$ cat src/rtl/fp_align_operands.sv
// FP add/sub alignment stage: orders two IEEE-754 singles by magnitude and right-shifts the smaller
// significand to the common exponent with guard/round/sticky. Define FP_ALIGN_FAST_EN for a one-cycle barrel shift.
module fp_align_operands #(
  parameter int MANT_W = 27,
  parameter int EXP_W  = 8
) (
  input  logic              clk,
  input  logic              rst_n,
  input  logic              in_valid,
  output logic              in_ready,
  input  logic [31:0]       op_a,
  input  logic [31:0]       op_b,
  output logic              out_valid,
  input  logic              out_ready,
  output logic [MANT_W-1:0] mant_big,
  output logic [MANT_W-1:0] mant_small,
  output logic              sign_big,
  output logic              sign_small,
  output logic [EXP_W-1:0]  exp_common,
  output logic              swapped,
  output logic [1:0]        dbg_state
);

  // Handshakes: a transfer occurs on a rising edge where valid && ready are both 1;
  // valid never depends combinationally on ready, and a held result stays stable while ready=0.
  typedef enum logic [1:0] {S_IDLE, S_CMP, S_SHIFT, S_DONE} state_t;

  state_t            r_state, w_next;
  logic [31:0]       r_op_a, r_op_b;
  logic [MANT_W-1:0] r_mant_big, r_mant_small;
  logic              r_sign_big, r_sign_small, r_swapped;
  logic [EXP_W-1:0]  r_exp_common;

  logic [EXP_W-1:0]  w_exp_a, w_exp_b, w_exp_big, w_exp_small, w_diff;
  logic [MANT_W-1:0] w_sig_a, w_sig_b, w_sig_big, w_sig_small, w_flush;
  logic              w_a_big, w_far;

  // Denormals take effective exponent 1 with a zero hidden bit.
  assign w_exp_a = (r_op_a[30:23] == '0) ? EXP_W'(1) : r_op_a[30:23];
  assign w_exp_b = (r_op_b[30:23] == '0) ? EXP_W'(1) : r_op_b[30:23];
  assign w_sig_a = {|r_op_a[30:23], r_op_a[22:0], 3'b000};
  assign w_sig_b = {|r_op_b[30:23], r_op_b[22:0], 3'b000};

  assign w_a_big     = (w_exp_a > w_exp_b) || ((w_exp_a == w_exp_b) && (w_sig_a >= w_sig_b));
  assign w_exp_big   = w_a_big ? w_exp_a : w_exp_b;
  assign w_exp_small = w_a_big ? w_exp_b : w_exp_a;
  assign w_sig_big   = w_a_big ? w_sig_a : w_sig_b;
  assign w_sig_small = w_a_big ? w_sig_b : w_sig_a;
  assign w_diff      = w_exp_big - w_exp_small;
  assign w_far       = (w_diff >= EXP_W'(MANT_W));
  assign w_flush     = {{(MANT_W-1){1'b0}}, |w_sig_small};

`ifdef FP_ALIGN_FAST_EN
  logic [2*MANT_W-1:0] w_wide;
  logic [MANT_W-1:0]   w_shifted;
  // Bits shifted below the significand collapse into the sticky bit.
  assign w_wide    = {w_sig_small, {MANT_W{1'b0}}} >> w_diff;
  assign w_shifted = w_wide[2*MANT_W-1:MANT_W] | {{(MANT_W-1){1'b0}}, |w_wide[MANT_W-1:0]};
`else
  logic [4:0] r_cnt;
`endif

  always_ff @(posedge clk or negedge rst_n) begin
    if (!rst_n) r_state <= S_IDLE;
    else        r_state <= w_next;
  end

  always_comb begin
    w_next = r_state;
    case (r_state)
      S_IDLE:  if (in_valid) w_next = S_CMP;
`ifdef FP_ALIGN_FAST_EN
      S_CMP:   w_next = S_DONE;
      S_SHIFT: w_next = S_DONE;
`else
      S_CMP:   w_next = ((w_diff == '0) || w_far) ? S_DONE : S_SHIFT;
      S_SHIFT: if (r_cnt == 5'd1) w_next = S_DONE;
`endif
      S_DONE:  if (out_ready) w_next = S_IDLE;
      default: w_next = S_IDLE;
    endcase
  end

  always_ff @(posedge clk or negedge rst_n) begin
    if (!rst_n) begin
      r_op_a       <= '0;
      r_op_b       <= '0;
      r_mant_big   <= '0;
      r_mant_small <= '0;
      r_sign_big   <= 1'b0;
      r_sign_small <= 1'b0;
      r_swapped    <= 1'b0;
      r_exp_common <= '0;
`ifndef FP_ALIGN_FAST_EN
      r_cnt        <= '0;
`endif
    end else begin
      case (r_state)
        S_IDLE: if (in_valid) begin
          r_op_a <= op_a;
          r_op_b <= op_b;
        end
        S_CMP: begin
          r_mant_big   <= w_sig_big;
          r_exp_common <= w_exp_big;
          r_sign_big   <= w_a_big ? r_op_a[31] : r_op_b[31];
          r_sign_small <= w_a_big ? r_op_b[31] : r_op_a[31];
          r_swapped    <= ~w_a_big;
`ifdef FP_ALIGN_FAST_EN
          r_mant_small <= w_far ? w_flush : w_shifted;
`else
          r_mant_small <= w_far ? w_flush : w_sig_small;
          r_cnt        <= w_diff[4:0];
`endif
        end
`ifndef FP_ALIGN_FAST_EN
        S_SHIFT: begin
          r_mant_small <= {1'b0, r_mant_small[MANT_W-1:2], r_mant_small[1] | r_mant_small[0]};
          r_cnt        <= r_cnt - 5'd1;
        end
`endif
        default: ;
      endcase
    end
  end

  assign in_ready   = (r_state == S_IDLE);
  assign out_valid  = (r_state == S_DONE);
  assign mant_big   = r_mant_big;
  assign mant_small = r_mant_small;
  assign sign_big   = r_sign_big;
  assign sign_small = r_sign_small;
  assign exp_common = r_exp_common;
  assign swapped    = r_swapped;
  assign dbg_state  = r_state;

endmodule

$ cat config.mk
export PLATFORM = sky130hd
export DESIGN_NAME = fp_align_operands
export DESIGN_NICKNAME = d
export VERILOG_FILES = /design/src/rtl/fp_align_operands.sv
export SDC_FILE = /design/constraint.sdc
export NUM_CORES = 1
export LEC_CHECK = 0
export CAP_MARGIN = 15
export CELL_PAD_IN_SITES_DETAIL_PLACEMENT = 0
export CELL_PAD_IN_SITES_GLOBAL_PLACEMENT = 1
export CORE_MARGIN = 3
export CORE_UTILIZATION = 40
export DETAILED_ROUTE_END_ITERATION = 6
export PLACE_DENSITY_LB_ADDON = 0.1
export SLEW_MARGIN = 20
export SYNTH_ARGS = -nofsm -noshare
export SYNTH_HDL_FRONTEND = slang
export SYNTH_SLANG_ARGS = --single-unit
$ cat constraint.sdc
create_clock -name clk -period 8.6 [get_ports clk]
set_input_delay 1.72 -clock clk [delete_from_list [all_inputs] [get_ports clk]]
set_output_delay 1.72 -clock clk [all_outputs]
set_load 0.01 [all_outputs]
==> flow_metrics.tcl, run 1 <==
set metrics [dict create \
    outcome "complete, no violations" \
    rsz0062_at_grt "no" \
    synthTopCellsByArea "dfrtp_1, mux2_2, a21oi_1, ha_1, nor2_1" \
    fp.dieH_um 143.4 \
    hold_viol 0 \
    cp_cell_sequence "or4_1 -> nor2_1 -> nor2_1 -> inv_1 -> ha_1 -> nand2b_1 -> a21oi_1 -> o221ai_1 -> a221oi_1 -> a2111oi_2 -> o21a_1 -> a221oi_1 -> o211a_1 -> a31o_2 -> o31a_1" \
    nNetsFinal 980 \
    reg2reg_depth 15 \
    slew_headroom 0.2325 \
    grt_usage 0.2148 \
    synth_cell_type_count 59 \
    drive_gt1_frac 0.1580 \
    min_path_cells 1 \
    clk_latency_ns 0.42 \
    hold_path.class "reg -> reg" \
    holdBufCountCts 0 \
    grt_overflow_total 0 \
    gp_congestion 0.8378 \
    worst_pin_slew_ns 1.151 \
    post_drt_via_cell_ratio 5.542 \
    hold_start "exp_common[0]$_DFFE_PN0P_" \
    yosysWarnings 0 \
    setup_viol_count_final 0 \
    synth_area_leader_cell "dfrtp_1" \
    synthToLayoutAreaGrowth_pct 26.37 \
    min_delay_worst_endpoint "exp_common[0]$_DFFE_PN0P_" \
    reg2reg_setup_slack_ns 3.19 \
    worstPathMaxFanout 26 \
    slowest_delay_ns 1.00 \
    dieArea_sq_um 20560 \
    cts-root-buf "clkbuf_16" \
    grt_pass1_vias 6075 \
    portBuffers 133 \
    fmax_mhz 185.0 \
    slew_viol_final 0 \
    avgRoutedWirePerCell_um 19.31 \
    coreArea_sq_um 18270 \
    cp.arrival_ns 5.75 \
    post_cts_buffers 0 \
    syn_inst 767 \
    worstSetupPathType "reg -> reg" \
    hpwl_um 15630 \
    syn-cell-area_sq_um 7550 \
    initial_utilization 0.4132 \
    layout_commonest_cell "dfrtp_1" \
    timing.final.crit_period_ns 5.405 \
    num_rows 49 \
    cts_buffer_depth 2 \
    seq_area_frac_synth 0.4408 \
    initialDrtViolationCount 379 \
    die_x_um 143.4 \
    synth_top_cell_area_share 0.4408 \
    required_ns 8.95 \
    fin_util 0.5222 \
    hold_ws_ns 0.5100 \
    cts-htree-levels 4 \
    antenna_found_initial 0 \
    avgSynthCellArea_sq_um 9.843 \
    dr.pass1.iters 5 \
    cap_viol_max_count 0 \
    timing.final.crit_share 0.6285 \
    endpoint_kind "register" \
    numCtsBuffers 17 \
    finalClockSkew_ns 0.01154 \
    r2r-start "r_op_b[26]$_DFFE_PN0P_" \
    wirelength_um 21540 \
    diodes 0 \
    final.setup.tns_ns 0 \
    n_fill_cell 1658 \
    synth-edff-count 0 \
    pin_count 137 \
    yosys_register_bits 133 \
    dp_slack_ns 3.246 \
    cp_slowest_cell "o211a_1" \
    final_cell_mix "dfrtp_1, clkdlybuf4s50_1, a21oi_1" \
    async_flop_share 1.000 \
    r2r-end "dbg_state[0]$_DFFE_PN0P_" \
    grt_max_degree 70 \
    worst_slack_ns 3.195 \
    cts_sinks 133 \
    crit_path_start "r_op_b[26]$_DFFE_PN0P_" \
    via_count 6179 \
    tritoncts "yes" \
    cts_resized 0 \
    path_clk_slew_ns 0.06 \
    ys.flop_type "dfrtp_1" \
    grt_pass1_wl_um 34260 \
    drc 0 \
    start_kind "register" \
    detail-route-antenna-nets 0 \
]
worst max-delay path, delay by kind of cell, from the launching register on:
kind	cells	cell delay (ns)
buffers and inverters	1	0.13
and+or+nand+nor	4	1.18
AOI/OAI and AO/OA	9	3.29
DFF	1	0.40
adders and majority gates	1	0.32
per-layer routing:
layer,global-route usage,routed length [um]
met1,0.3287,10780
met2,0.3150,9341
met3,0.03894,1181
met4,0.05203,229
met5,0,0
how the worst max path moves through the flow:
stage                                            end  slack [ns]  cells past startpoint
after floorplan           mant_small[11]$_DFFE_PN0P_        4.34                     16
after global placement      dbg_state[0]$_DFFE_PN0P_        3.36                     15
after detailed placement    dbg_state[0]$_DFFE_PN0P_        3.25                     15
after CTS                   dbg_state[0]$_DFFE_PN0P_        3.23                     15
after global routing        dbg_state[0]$_DFFE_PN0P_        2.86                     18
final                       dbg_state[0]$_DFFE_PN0P_        3.19                     15
cells in the mapped netlist, types with 8 or more instances:
cell and instances:
nand2_1 22, a21oi_1 111, nor4_1 12, ha_1 39
o21ai_0 13, mux2_2 66, inv_1 43, nor2b_1 29
o41ai_2 18, nor3_1 9, nor2_1 107, nand3_1 8
a31oi_1 25, dfrtp_1 133, clkbuf_1 45
stage by stage:
step | cell area [sq um] | cells
2_1_floorplan | 7557 | 769
3_3_place_gp | 8991 | 1083
3_5_place_dp | 8991 | 1083
4_1_cts | 9540 | 1115
5_1_grt | 9540 | 1115
6_report | 9540 | 1115
state kept, by name (all words and copies together), names as in the netlist:
name        cells
sign_big        1
mant_small     27
dbg_state       2
r_op_b         32
sign_small      1
swapped         1
exp_common      8
r_cnt           5
mant_big       24
r_op_a         32
area by class of cell:
cell class              instances  area [sq um]  share of cell area
flip-flops and latches        133          3328              0.3489
multi-input cells             537          3826              0.4010
clock inverters                10         75.07            0.007869
clock buffers                  22         474.2             0.04970
inverters                      43         161.4             0.01692
repair buffers                141          1389              0.1456
well taps                     229         286.5             0.03003
kinds of logic after synthesis:
group                      synth area share
AOI/OAI and AO/OA                    0.1964
DFF                                  0.4408
adders and majority gates           0.06463
xor gates and xnor gates           0.003481
and+or+nand+nor                      0.1347
other                             0.0004967
buffers and inverters               0.05568
muxes                                0.1037
Power of run 1 is left out: the tool's default activity adds up to more than one toggle a clock period on the data nets, which glitch-free logic cannot reach.
==> run 2: changes to the inputs <==
==> constraint.sdc (replaced) <==
create_clock -name clk -period 5.6 [get_ports clk]
set_input_delay 1.12 -clock clk [delete_from_list [all_inputs] [get_ports clk]]
set_output_delay 1.12 -clock clk [all_outputs]
set_load 0.01 [all_outputs]
==> run 2 against run 1 <==
Clock skew increased by 0.0011 ns. Final cell count increased by 0.27%. Count of clock-buffer cells in the layout decreased by 2. First-iteration DRC count decreased by 21%. Design area increased by 0.98%. Non-clock buffer count increased by 3. Setup slack got worse by 2.6 ns. Maximum frequency increased by 8.0%. Hold slack improved by 0.0012 ns. Utilization increased by 0.51 points. Sequential share of layout area decreased by 0.34 points. Highest routed layer unchanged. Sequential cell count unchanged.
==> flow_metrics.tcl, run 2 (same netlist as run 1, synthesis figures left out) <==
set metrics [dict create \
    outcome "complete, no violations" \
    numCtsBuffers 17 \
    final_area_sq_um 9634 \
    rsz0062_at_grt "no" \
    hold_start "exp_common[0]$_DFFE_PN0P_" \
    initialDrtViolationCount 299 \
    tritoncts "yes" \
    min_delay_worst_endpoint "exp_common[0]$_DFFE_PN0P_" \
    portBuffers 133 \
    clk_latency_ns 0.42 \
    post_cts_buffers 0 \
    grt_max_degree 71 \
    finalClockSkew_ns 0.01262 \
    grt_pass1_wl_um 34400 \
    worstPathMaxFanout 26 \
    dr.pass1.iters 5 \
    diodes 0 \
    required_ns 5.91 \
    start_kind "register" \
    grt_overflow_total 0 \
    hold_viol 0 \
    wirelength_um 21620 \
    placed_area_sq_um 9026 \
    endpoint_kind "register" \
    gp_congestion 0.8564 \
    worst_pin_slew_ns 0.8538 \
    final_cell_mix "dfrtp_1, clkdlybuf4s50_1, a21oi_1" \
    initial_utilization 0.4132 \
    dieArea_sq_um 20560 \
    slew_headroom 0.4288 \
    reg2reg_depth 19 \
    timing.final.crit_period_ns 5.003 \
    grt_usage 0.2144 \
    setup_viol_count_final 0 \
    hpwl_um 15780 \
    die_x_um 143.4 \
    r2r-start "r_op_b[26]$_DFFE_PN0P_" \
    fmax_mhz 199.9 \
    nNetsFinal 983 \
    path_clk_slew_ns 0.07 \
    via_count 6168 \
    cp.arrival_ns 5.31 \
    avgRoutedWirePerCell_um 19.34 \
    synthToLayoutAreaGrowth_pct 27.61 \
    grt_pass1_vias 6267 \
    r2r-end "mant_small[3]$_DFFE_PN0P_" \
    num_rows 49 \
    final.setup.tns_ns 0 \
    pin_count 137 \
    post_drt_via_cell_ratio 5.517 \
    slew_viol_final 0 \
    drive_gt1_frac 0.1631 \
    drc 0 \
    hold_path.class "reg -> reg" \
    n_fill_cell 1705 \
    cts_sinks 133 \
    hold_ws_ns 0.5112 \
    layout_commonest_cell "dfrtp_1" \
    cts-htree-levels 4 \
    fp.dieH_um 143.4 \
    reg2reg_setup_slack_ns 0.60 \
    antenna_found_initial 0 \
    cap_viol_max_count 0 \
    cts-root-buf "clkbuf_16" \
    cts_resized 0 \
    detail-route-antenna-nets 0 \
    min_path_cells 1 \
    timing.final.crit_share 0.8933 \
    worstSetupPathType "reg -> reg" \
    cts_buffer_depth 2 \
    holdBufCountCts 0 \
    coreArea_sq_um 18270 \
]
run 2: changes by cell type in the layout (fill, tap and decap cells not counted), moves of 2 or more:
| cell | change |
|---|---|
| buf_4 | +2 |
| bufinv_16 | +2 |
| clkbuf_1 | -2 |
| clkinv_2 | -2 |
| clkinv_4 | -3 |
| inv_6 | +4 |
run 2: stage by stage:
step                utilization  instances  setup slack [ns]
global route             0.5273       1118            0.2746
global placement         0.4940       1086            0.8388
CTS                      0.5273       1118            0.6336
finish                   0.5273       1118            0.5973
floorplan                     -        769             1.338
detailed placement       0.4940       1086            0.6751
run 2: final cells by class:
| type | count | area [sq um] | share of cell area |
|---|---|---|---|
| Clock buffer | 20 | 466.7 | 0.04844 |
| Tap cell | 229 | 286.5 | 0.02974 |
| Timing Repair Buffer | 144 | 1424 | 0.1478 |
| Sequential cell | 133 | 3328 | 0.3455 |
| Multi-Input combinational cell | 537 | 3826 | 0.3971 |
| Clock inverter | 12 | 141.4 | 0.01468 |
| Inverter | 43 | 161.4 | 0.01675 |
run 2: worst max path at each step:
stage                                start                          to  slack, ns  cells past startpoint
floorplan           r_op_b[26]$_DFFE_PN0P_  mant_small[11]$_DFFE_PN0P_       1.34                     16
global placement    r_op_b[26]$_DFFE_PN0P_   mant_small[3]$_DFFE_PN0P_       0.84                     19
detailed placement  r_op_b[26]$_DFFE_PN0P_   mant_small[6]$_DFFE_PN0P_       0.68                     19
CTS                 r_op_b[26]$_DFFE_PN0P_   mant_small[6]$_DFFE_PN0P_       0.63                     19
global route        r_op_b[26]$_DFFE_PN0P_   mant_small[5]$_DFFE_PN0P_       0.27                     19
finish              r_op_b[26]$_DFFE_PN0P_   mant_small[3]$_DFFE_PN0P_       0.60                     19
run 2: routing by layer:
metal / GRT usage / share of wire
met5: 0 / 0
met1: 0.3250 / 0.51
met4: 0.06343 / 0.016
met3: 0.03827 / 0.045
met2: 0.3133 / 0.43
run 2: critical path, cell delays in order (launching register included):
cell	delay [ns]
dfrtp_1	0.41
or4_1	0.53
nor2_1	0.37
nor2_1	0.08
inv_1	0.13
ha_1	0.32
nand2b_1	0.19
a21oi_1	0.14
o221ai_1	0.15
a221o_1	0.43
a211oi_1	0.30
nor2_1	0.11
ha_1	0.21
a31oi_1	0.23
nor2_1	0.09
nor3_1	0.24
mux2i_1	0.12
o32a_1	0.19
buf_4	0.25
o41ai_1	0.39
Power of run 2 is left out for the same reason.
==> run 3: changes to the inputs <==
--- a/config.mk
+++ b/config.mk
@@ -5,7 +5,7 @@
 export SDC_FILE = /design/constraint.sdc
 export NUM_CORES = 1
 export LEC_CHECK = 0
-export CAP_MARGIN = 15
+export CAP_MARGIN = 40
 export CELL_PAD_IN_SITES_DETAIL_PLACEMENT = 0
 export CELL_PAD_IN_SITES_GLOBAL_PLACEMENT = 1
 export CORE_MARGIN = 3
==> run 3 against run 2 <==
Final cell count increased by 0.18%. Critical endpoint unchanged. Sequential cell count did not move. Via count increased by 0.50%. Wire length is 0.27% higher. Clock skew is essentially flat.
==> flow_metrics.tcl, run 3 (same netlist as run 1, synthesis figures left out) <==
set metrics [dict create \
    outcome "complete, no violations" \
    avgRoutedWirePerCell_um 19.35 \
    cp.arrival_ns 5.35 \
    reg2reg_setup_slack_ns 0.56 \
    worstPathMaxFanout 26 \
    gp_congestion 0.8564 \
    start_kind "register" \
    setup_viol_count_final 0 \
    fmax_mhz 198.5 \
    r2r-start "r_op_b[26]$_DFFE_PN0P_" \
    tritoncts "yes" \
    worst_pin_slew_ns 0.7502 \
    final_area_sq_um 9682 \
    die_x_um 143.4 \
    slew_viol_final 0 \
    dr.pass1.iters 5 \
    crit_top_cell "nor2_1" \
    drc 0 \
    cp_top_family "compound AO/OA/AOI/OAI gates" \
    hold_viol 0 \
    timing.final.crit_period_ns 5.038 \
    initial_utilization 0.4132 \
    numCtsBuffers 17 \
    via_count 6199 \
    final.setup.tns_ns 0 \
    cts_buffer_depth 2 \
    coreArea_sq_um 18270 \
    cts-htree-levels 4 \
    hpwl_um 15780 \
    hold_path.class "reg -> reg" \
    nNetsFinal 985 \
    wirelength_um 21680 \
    cp_cell_sequence "or4_1 -> nor2_1 -> nor2_1 -> inv_1 -> ha_1 -> nand2b_1 -> a21oi_1 -> o221ai_1 -> a221o_1 -> a211oi_1 -> nor2_1 -> ha_1 -> a31oi_1 -> nor2_1 -> nor3_1 -> mux2i_1 -> o32a_1 -> buf_4 -> o41ai_1" \
    cts_sinks 133 \
    r2r-end "mant_small[3]$_DFFE_PN0P_" \
    grt_max_degree 71 \
    grt_usage 0.2144 \
    reg2reg_depth 19 \
    critical_path_buf_inv_count 2 \
    grt_overflow_total 0 \
    detail-route-antenna-nets 0 \
    cts-root-buf "clkbuf_16" \
    timing.final.crit_share 0.8996 \
    cp_slowest_cell "or4_1" \
    min_delay_worst_endpoint "exp_common[0]$_DFFE_PN0P_" \
    final_cell_mix "dfrtp_1, clkdlybuf4s50_1, a21oi_1" \
    placed_area_sq_um 9026 \
    diodes 0 \
    min_path_cells 1 \
    antenna_found_initial 0 \
    slew_headroom 0.4999 \
    worstSetupPathType "reg -> reg" \
    portBuffers 133 \
    path_clk_slew_ns 0.07 \
    synthToLayoutAreaGrowth_pct 28.24 \
    clk_latency_ns 0.42 \
    post_cts_buffers 0 \
    cts_resized 0 \
    holdBufCountCts 0 \
    num_rows 49 \
    required_ns 5.91 \
    post_drt_via_cell_ratio 5.535 \
    initialDrtViolationCount 318 \
    layout_commonest_cell "dfrtp_1" \
    endpoint_kind "register" \
    drive_gt1_frac 0.1650 \
    cap_viol_max_count 0 \
    rsz0062_at_grt "no" \
    slowest_delay_ns 0.53 \
    hold_start "exp_common[0]$_DFFE_PN0P_" \
    grt_pass1_vias 6267 \
    fp.dieH_um 143.4 \
    dieArea_sq_um 20560 \
    grt_pass1_wl_um 34400 \
    finalClockSkew_ns 0.01308 \
    pin_count 137 \
]
## run 3: worst max path at each step
stage | startpoint | end | slack [ns] | cells past startpoint
2_1_floorplan | r_op_b[26]$_DFFE_PN0P_ | mant_small[11]$_DFFE_PN0P_ | 1.34 | 16
3_3_place_gp | r_op_b[26]$_DFFE_PN0P_ | mant_small[3]$_DFFE_PN0P_ | 0.84 | 19
3_5_place_dp | r_op_b[26]$_DFFE_PN0P_ | mant_small[6]$_DFFE_PN0P_ | 0.68 | 19
4_1_cts | r_op_b[26]$_DFFE_PN0P_ | mant_small[6]$_DFFE_PN0P_ | 0.63 | 19
5_1_grt | r_op_b[26]$_DFFE_PN0P_ | mant_small[5]$_DFFE_PN0P_ | 0.27 | 19
6_report | r_op_b[26]$_DFFE_PN0P_ | mant_small[3]$_DFFE_PN0P_ | 0.56 | 19
## run 3: per-stage QoR
step	std cells	setup WS, ns	utilization	hold slack, ns
floorplan	769	1.338	-	0.4939
global placement	1086	0.8388	0.4940	0.5026
detailed placement	1086	0.6751	0.4940	0.5031
CTS	1118	0.6336	0.5273	0.5159
global route	1120	0.2746	0.5299	0.5042
finish	1120	0.5622	0.5299	0.5096
## run 3: final cells by class
cell class / count / area (sq um)
Clock buffer: 20 / 466.7
Tap cell: 229 / 286.5
Sequential cell: 133 / 3328
Inverter: 43 / 161.4
Clock inverter: 12 / 141.4
Multi-Input combinational cell: 537 / 3826
Timing Repair Buffer: 146 / 1471
Fill cell: 1702 / 8588
## run 3: per-layer routing
layer	part of all wire	vias to the layer above	global-route usage
met5	0	-	0
met4	0.016	0	0.06343
met3	0.046	26	0.03827
met2	0.43	177	0.3133
met1	0.51	3026	0.3250
li1	-	2970	-
Power of run 3 is left out for the same reason.
